File: config.mk
export PLATFORM = sky130hd
export DESIGN_NAME = uart_rx_oversample
export DESIGN_NICKNAME = d
export VERILOG_FILES = /design/src/rtl/uart_rx_oversample.sv
export SDC_FILE = /design/constraint.sdc
export NUM_CORES = 1
export LEC_CHECK = 0
export ABC_CLOCK_PERIOD_IN_PS = 2000
export CORE_MARGIN = 8
export CORE_UTILIZATION = 44
export CTS_CLUSTER_SIZE = 40
export DETAILED_ROUTE_END_ITERATION = 10
export SLEW_MARGIN = 20
export SYNTH_ARGS = -nofsm -noshare
export SYNTH_HDL_FRONTEND = slang
export SYNTH_SLANG_ARGS = --single-unit
File: constraint.sdc
create_clock -name clk -period 2 [get_ports clk]
set_input_delay 0.5 -clock clk [delete_from_list [all_inputs] [get_ports clk]]
set_output_delay 0.5 -clock clk [all_outputs]
set_load 0.005 [all_outputs]
File: src/rtl/uart_rx_oversample.sv
// UART receiver driven by a 16x baud tick: synchronises and majority-filters rx,
// validates the start bit, samples bits at their centres and presents a byte with status.
module uart_rx_oversample (
  input  logic       clk,
  input  logic       reset_n,
  input  logic       baud_clock,
  input  logic       rx,
  input  logic       bit8,
  input  logic       parity_en,
  input  logic       odd_n_even,
  input  logic       read_rx_byte,
  output logic [7:0] rx_data,
  output logic       rx_ready,
  output logic       parity_err,
  output logic       framing_err,
  output logic       overflow,
  output logic       rx_busy
);

  localparam int unsigned DATA_W = 8;
  localparam int unsigned SAMP_W = 4;
  localparam int unsigned BIT_W  = 3;
  localparam int unsigned FILT_W = 3;

  typedef enum logic [2:0] {
    S_IDLE,
    S_START,
    S_DATA,
    S_PARITY,
    S_STOP,
    S_WAIT_HIGH
  } state_t;

  state_t              r_state;
  logic                r_sync1;
  logic                r_sync2;
  logic [FILT_W-1:0]   r_filt;
  logic [SAMP_W-1:0]   r_samp_cntr;
  logic [BIT_W-1:0]    r_bit_cntr;
  logic [DATA_W-1:0]   r_shift;
  logic                r_bit8;
  logic                r_par_en;
  logic                r_odd;
  logic                r_pbit;
  logic                r_stop;
  logic                r_done;
  logic                r_busy;
  logic [DATA_W-1:0]   r_rx_data;
  logic                r_rx_ready;
  logic                r_parity_err;
  logic                r_framing_err;
  logic                r_overflow;

  logic                w_rx_filt;
  logic [BIT_W-1:0]    w_last_bit;
  logic [DATA_W-1:0]   w_data;
  logic                w_par_err;

  assign w_rx_filt  = (r_filt[0] & r_filt[1]) | (r_filt[0] & r_filt[2]) | (r_filt[1] & r_filt[2]);
  assign w_last_bit = r_bit8 ? BIT_W'(7) : BIT_W'(6);
  // 7-bit frames leave the data in the top seven bits of the right-shifting register
  assign w_data     = r_bit8 ? r_shift : {1'b0, r_shift[DATA_W-1:1]};
  assign w_par_err  = r_par_en & (^w_data ^ r_pbit ^ r_odd);

  // Metastability synchroniser and tick-rate majority filter
  always_ff @(posedge clk or negedge reset_n) begin
    if (!reset_n) begin
      r_sync1 <= 1'b1;
      r_sync2 <= 1'b1;
      r_filt  <= '1;
    end else begin
      r_sync1 <= rx;
      r_sync2 <= r_sync1;
      if (baud_clock) r_filt <= {r_filt[FILT_W-2:0], r_sync2};
    end
  end

  // Frame FSM, advanced only on baud ticks
  always_ff @(posedge clk or negedge reset_n) begin
    if (!reset_n) begin
      r_state     <= S_IDLE;
      r_samp_cntr <= '0;
      r_bit_cntr  <= '0;
      r_shift     <= '0;
      r_bit8      <= 1'b0;
      r_par_en    <= 1'b0;
      r_odd       <= 1'b0;
      r_pbit      <= 1'b0;
      r_stop      <= 1'b0;
      r_done      <= 1'b0;
      r_busy      <= 1'b0;
    end else begin
      r_done <= 1'b0;
      if (baud_clock) begin
        r_samp_cntr <= r_samp_cntr + SAMP_W'(1);
        case (r_state)
          S_IDLE: begin
            if (!w_rx_filt) begin
              r_state     <= S_START;
              r_samp_cntr <= '0;
              r_bit8      <= bit8;
              r_par_en    <= parity_en;
              r_odd       <= odd_n_even;
              r_busy      <= 1'b1;
            end
          end
          S_START: begin
            if (r_samp_cntr == SAMP_W'(7)) begin
              if (!w_rx_filt) begin
                r_state     <= S_DATA;
                r_samp_cntr <= '0;
                r_bit_cntr  <= '0;
              end else begin
                r_state <= S_IDLE;
                r_busy  <= 1'b0;
              end
            end
          end
          S_DATA: begin
            if (r_samp_cntr == SAMP_W'(15)) begin
              r_shift    <= {w_rx_filt, r_shift[DATA_W-1:1]};
              r_bit_cntr <= r_bit_cntr + BIT_W'(1);
              if (r_bit_cntr == w_last_bit) r_state <= r_par_en ? S_PARITY : S_STOP;
            end
          end
          S_PARITY: begin
            if (r_samp_cntr == SAMP_W'(15)) begin
              r_pbit  <= w_rx_filt;
              r_state <= S_STOP;
            end
          end
          S_STOP: begin
            if (r_samp_cntr == SAMP_W'(15)) begin
              r_stop <= w_rx_filt;
              r_done <= 1'b1;
              if (w_rx_filt) begin
                r_state <= S_IDLE;
                r_busy  <= 1'b0;
              end else begin
                r_state <= S_WAIT_HIGH;
              end
            end
          end
          S_WAIT_HIGH: begin
            // A break holds the line low; wait for idle rather than re-triggering
            if (w_rx_filt) begin
              r_state <= S_IDLE;
              r_busy  <= 1'b0;
            end
          end
          default: begin
            r_state <= S_IDLE;
            r_busy  <= 1'b0;
          end
        endcase
      end
    end
  end

  // Output holding register; a completion takes priority over a same-cycle read
  always_ff @(posedge clk or negedge reset_n) begin
    if (!reset_n) begin
      r_rx_data     <= '0;
      r_rx_ready    <= 1'b0;
      r_parity_err  <= 1'b0;
      r_framing_err <= 1'b0;
      r_overflow    <= 1'b0;
    end else if (r_done) begin
      if (!r_rx_ready || read_rx_byte) begin
        r_rx_data     <= w_data;
        r_rx_ready    <= 1'b1;
        r_parity_err  <= w_par_err;
        r_framing_err <= ~r_stop;
      end else begin
        r_overflow <= 1'b1;
      end
    end else if (read_rx_byte && r_rx_ready) begin
      r_rx_ready    <= 1'b0;
      r_parity_err  <= 1'b0;
      r_framing_err <= 1'b0;
      r_overflow    <= 1'b0;
    end
  end

  assign rx_data     = r_rx_data;
  assign rx_ready    = r_rx_ready;
  assign parity_err  = r_parity_err;
  assign framing_err = r_framing_err;
  assign overflow    = r_overflow;
  assign rx_busy     = r_busy;

endmodule

==> qor.csv <==
metric,value,unit
result of the run,"complete, no violations",
"Arr. time, crit path",2.08,ns
final core occ,0.5451,
cell types occupying the most area after synthesis,"dfrtp_1 (45%), mux2_2 (8.7%), dfstp_2 (6.4%)",
proportion of netlist area held by the largest area contributor,0.4479,
Crit Path Class,in2reg,
leading register cell type out of synthesis,dfrtp_1,
clock transition at the registers of the reported paths,0.08,ns
setup fix buffers added after clock tree synthesis,0,
Comb power frac,0.334,
max-cap violations,0,
largest clock skew in the final design,0.008371,ns
number of global-route vias before repair,1471,
remaining global-route overflow,0,
number of warning messages in the yosys log,0,
Pins Over Slew Limit,0,
Final Cycle Share,0.9316,
fraction of the mapped netlist area in simple logic gates,0.1247,
maximum number of pins on one net before global-route repair,23,
TritonCTS clock tree,done,
slew margin rel.,0.6632,
CTS Root Cell,clkbuf_8,
number of standard-cell rows in the floorplan,25,
diode count,0,
post-synthesis instance area,0.002067,mm²
clock group share of total power,0.221,
IO buf count,20,
number of enable flip-flop cells after synthesis,0,
H-tree lvl count,2,
top-level I/O count,21,
WP data required,2.21,ns
"Area growth, synth to finish",22.09,%
register share of total power,0.445,
Sequential cell area,0.001057,mm²
core box area,0.004629,mm²
leakage power,1.105,nW
FILL cells,428,
average vias per placed instance,5.369,
maximum vdd drop,608.9,µV
CTS Buf Count,5,
most used cells in the layout excluding fill and tap cells,"dfrtp_1 (37), clkdlybuf4s50_1 (19), mux2_2 (16), buf_4 (16), nor2_1 (13)",
worst skew pair latency,0.30,ns
Die Span X,84.54,µm
post-synthesis xor/xnor area fraction,0.04903,
detailed-route DRC error count,0,
effective utilization at floorplan,0.4465,
cell-by-cell listing of the critical path,clkdlybuf4s50_1 -> nand4_1 -> a21o_1 -> nor3b_2 -> buf_4 -> mux2i_1,
routed wire length,3960,µm
upper clock frequency limit,536.7,MHz
number of buffers on the longest clock path,2,
number of cells produced by synthesis,180,
half-perimeter wire length after detailed placement,2942,µm
share of the yosys chip area belonging to registers,0.5115,
Tot Pwr,2.598,mW
shortest period the worst path allows,1.863,ns
"most common cell after layout, fill and taps aside",dfrtp_1,
largest incremental delay on the critical path,0.54,ns
cell type of the slowest stage on the worst timing path,clkdlybuf4s50_1,
Mean Syn Cell Area,11.48,µm²
depth of the worst register-to-register path,4,
cts hold-fix bufs,0,
RSZ-0062 raised after global routing,false,
complex-gate fraction of the synthesized area,0.1114,
kind of capture point of the worst setup path,flip-flop,
wire length of the first global-routing pass,7093,µm
Netlist cell types,43,
post-synthesis mux area share,0.1550,
hold slack,0.1663,ns
final hold viol count,0,
Internal Pwr Total,1.747,mW
TritonCTS sink count,42,
total via count in the routed design,1455,
Critical Path Source,baud_clock,
fraction of final layout cells sized beyond drive strength 1,0.2581,
routability cong.,0.8166,
setup ws final,0.1368,ns
fraction of the mapped netlist area in adder cells,0.01755,
number of nets in the layout,226,
net switching power,851.1,µW
cell taking the most area after synthesis,dfrtp_1,
initial antenna violation count,0,
post-CTS sizing,0,
setup violators final,0,
kind of path behind the tightest hold check,in2async,
largest fanout of any net on the critical path,4,
total global routing track utilization,0.1218,
violation count after the first detailed-route iteration,46,
net switching share of the total power,0.3276,
slew at the pin closest to its max-slew limit,0.5052,ns
P per Cell Area,1029,mW/mm²
DR pass1 iterations,4,
area occupied by multi-input gates,945.9,µm²
largest family of logic cells by synthesized area,multiplexers,
Die Span Y,84.54,µm
Post-Place Setup Slack,-0.1625,ns
critical path startpoint category,primary input,
area of the die,0.007147,mm²
fraction of registers with async set or reset after synthesis,1.000,
post-synthesis net count,190,
source of the worst register-to-register timing path,r_filt[1]$_DFFE_PN1P_,
total of flip-flops plus latches after synthesis,42,
detail-routed net length per standard cell,14.61,µm
remaining number of nets flagged by the antenna check after routing,0,
==> sequential cells by signal, indices dropped and copies added (netlist names), 3 cells and up <==
register	flops
r_bit_cntr	3
r_samp_cntr	4
r_state	3
rx_data	8
r_filt	3
r_shift	8
==> power by group through the flow <==
stage | sequential, mW | combinational, mW | clock, mW
detailed placement | 1.17 | 0.872 | 0
floorplan | 1.12 | 0.607 | 0
global route | 1.18 | 0.961 | 0.631
finish | 1.16 | 0.868 | 0.574
global placement | 1.16 | 0.837 | 0
CTS | 1.16 | 0.875 | 0.595
==> Yosys cell counts, types with 2 or more instances <==
cell / number
clkbuf_1: 2
nand3b_1: 2
buf_2: 3
nor2_1: 13
inv_1: 6
buf_1: 2
xnor2_1: 6
dfrtp_1: 37
nand2_1: 9
a21oi_1: 12
ha_1: 2
o31ai_1: 2
and3_1: 2
nand2b_1: 5
mux2i_1: 11
nor2b_1: 2
nand3_1: 3
nor3_1: 4
mux2_4: 2
o21ai_0: 11
xor2_1: 3
dfstp_2: 5
mux2_2: 16
==> cell families after synthesis <==
group	Yosys count
and+or+nand+nor	46
DFF	42
AOI/OAI and AO/OA	36
muxes	29
buffers and inverters	14
xor gates and xnor gates	10
adders and majority gates	3
==> final cells by class <==
| type | count | area share |
|---|---|---|
| Sequential cell | 42 | 0.4189 |
| Multi-Input combinational cell | 124 | 0.3748 |
| Timing Repair Buffer | 37 | 0.1329 |
| Clock buffer | 6 | 0.03272 |
| Tap cell | 54 | 0.02677 |
| Inverter | 6 | 0.008924 |
| Clock inverter | 2 | 0.004958 |
==> critical path: cells and delay by family <==
family / cells / cell delay, ns
and+or+nand+nor: 2 / 0.43
AOI/OAI and AO/OA: 1 / 0.23
buffers and inverters: 2 / 0.70
muxes: 1 / 0.21
==> final timing paths <==
| kind | endpoint | slack [ns] |
|---|---|---|
| max in group asynchronous | r_samp_cntr[0]$_DFFE_PN0P_ | 1.35 |
| hold / removal | rx_data[1]$_DFFE_PN0P_ | 0.17 |
| min in group clk | r_sync2$_DFF_PN1_ | 0.36 |
| setup / recovery | r_state[0]$_DFFE_PN0P_ | 0.14 |
| hold reg to reg | r_sync2$_DFF_PN1_ | 0.36 |
| setup reg to reg | r_bit_cntr[0]$_DFFE_PN0P_ | 0.14 |
==> per-layer routing <==
| layer | track usage | wire, µm |
|---|---|---|
| met5 | 0 | 0 |
| met3 | 0.03902 | 177 |
| met1 | 0.1527 | 1855 |
| met2 | 0.1897 | 1883 |
| met4 | 0.04693 | 44 |
==> through the flow <==
stage / std cells / cell area, µm² / TNS [ns]
6_report: 271 / 2524 / 0
3_3_place_gp: 263 / 2429 / -1.208
2_1_floorplan: 180 / 2067 / 0
3_5_place_dp: 263 / 2429 / -1.789
4_1_cts: 271 / 2524 / 0
5_1_grt: 271 / 2524 / 0
Note: power is estimated with default switching activity, not from simulation.
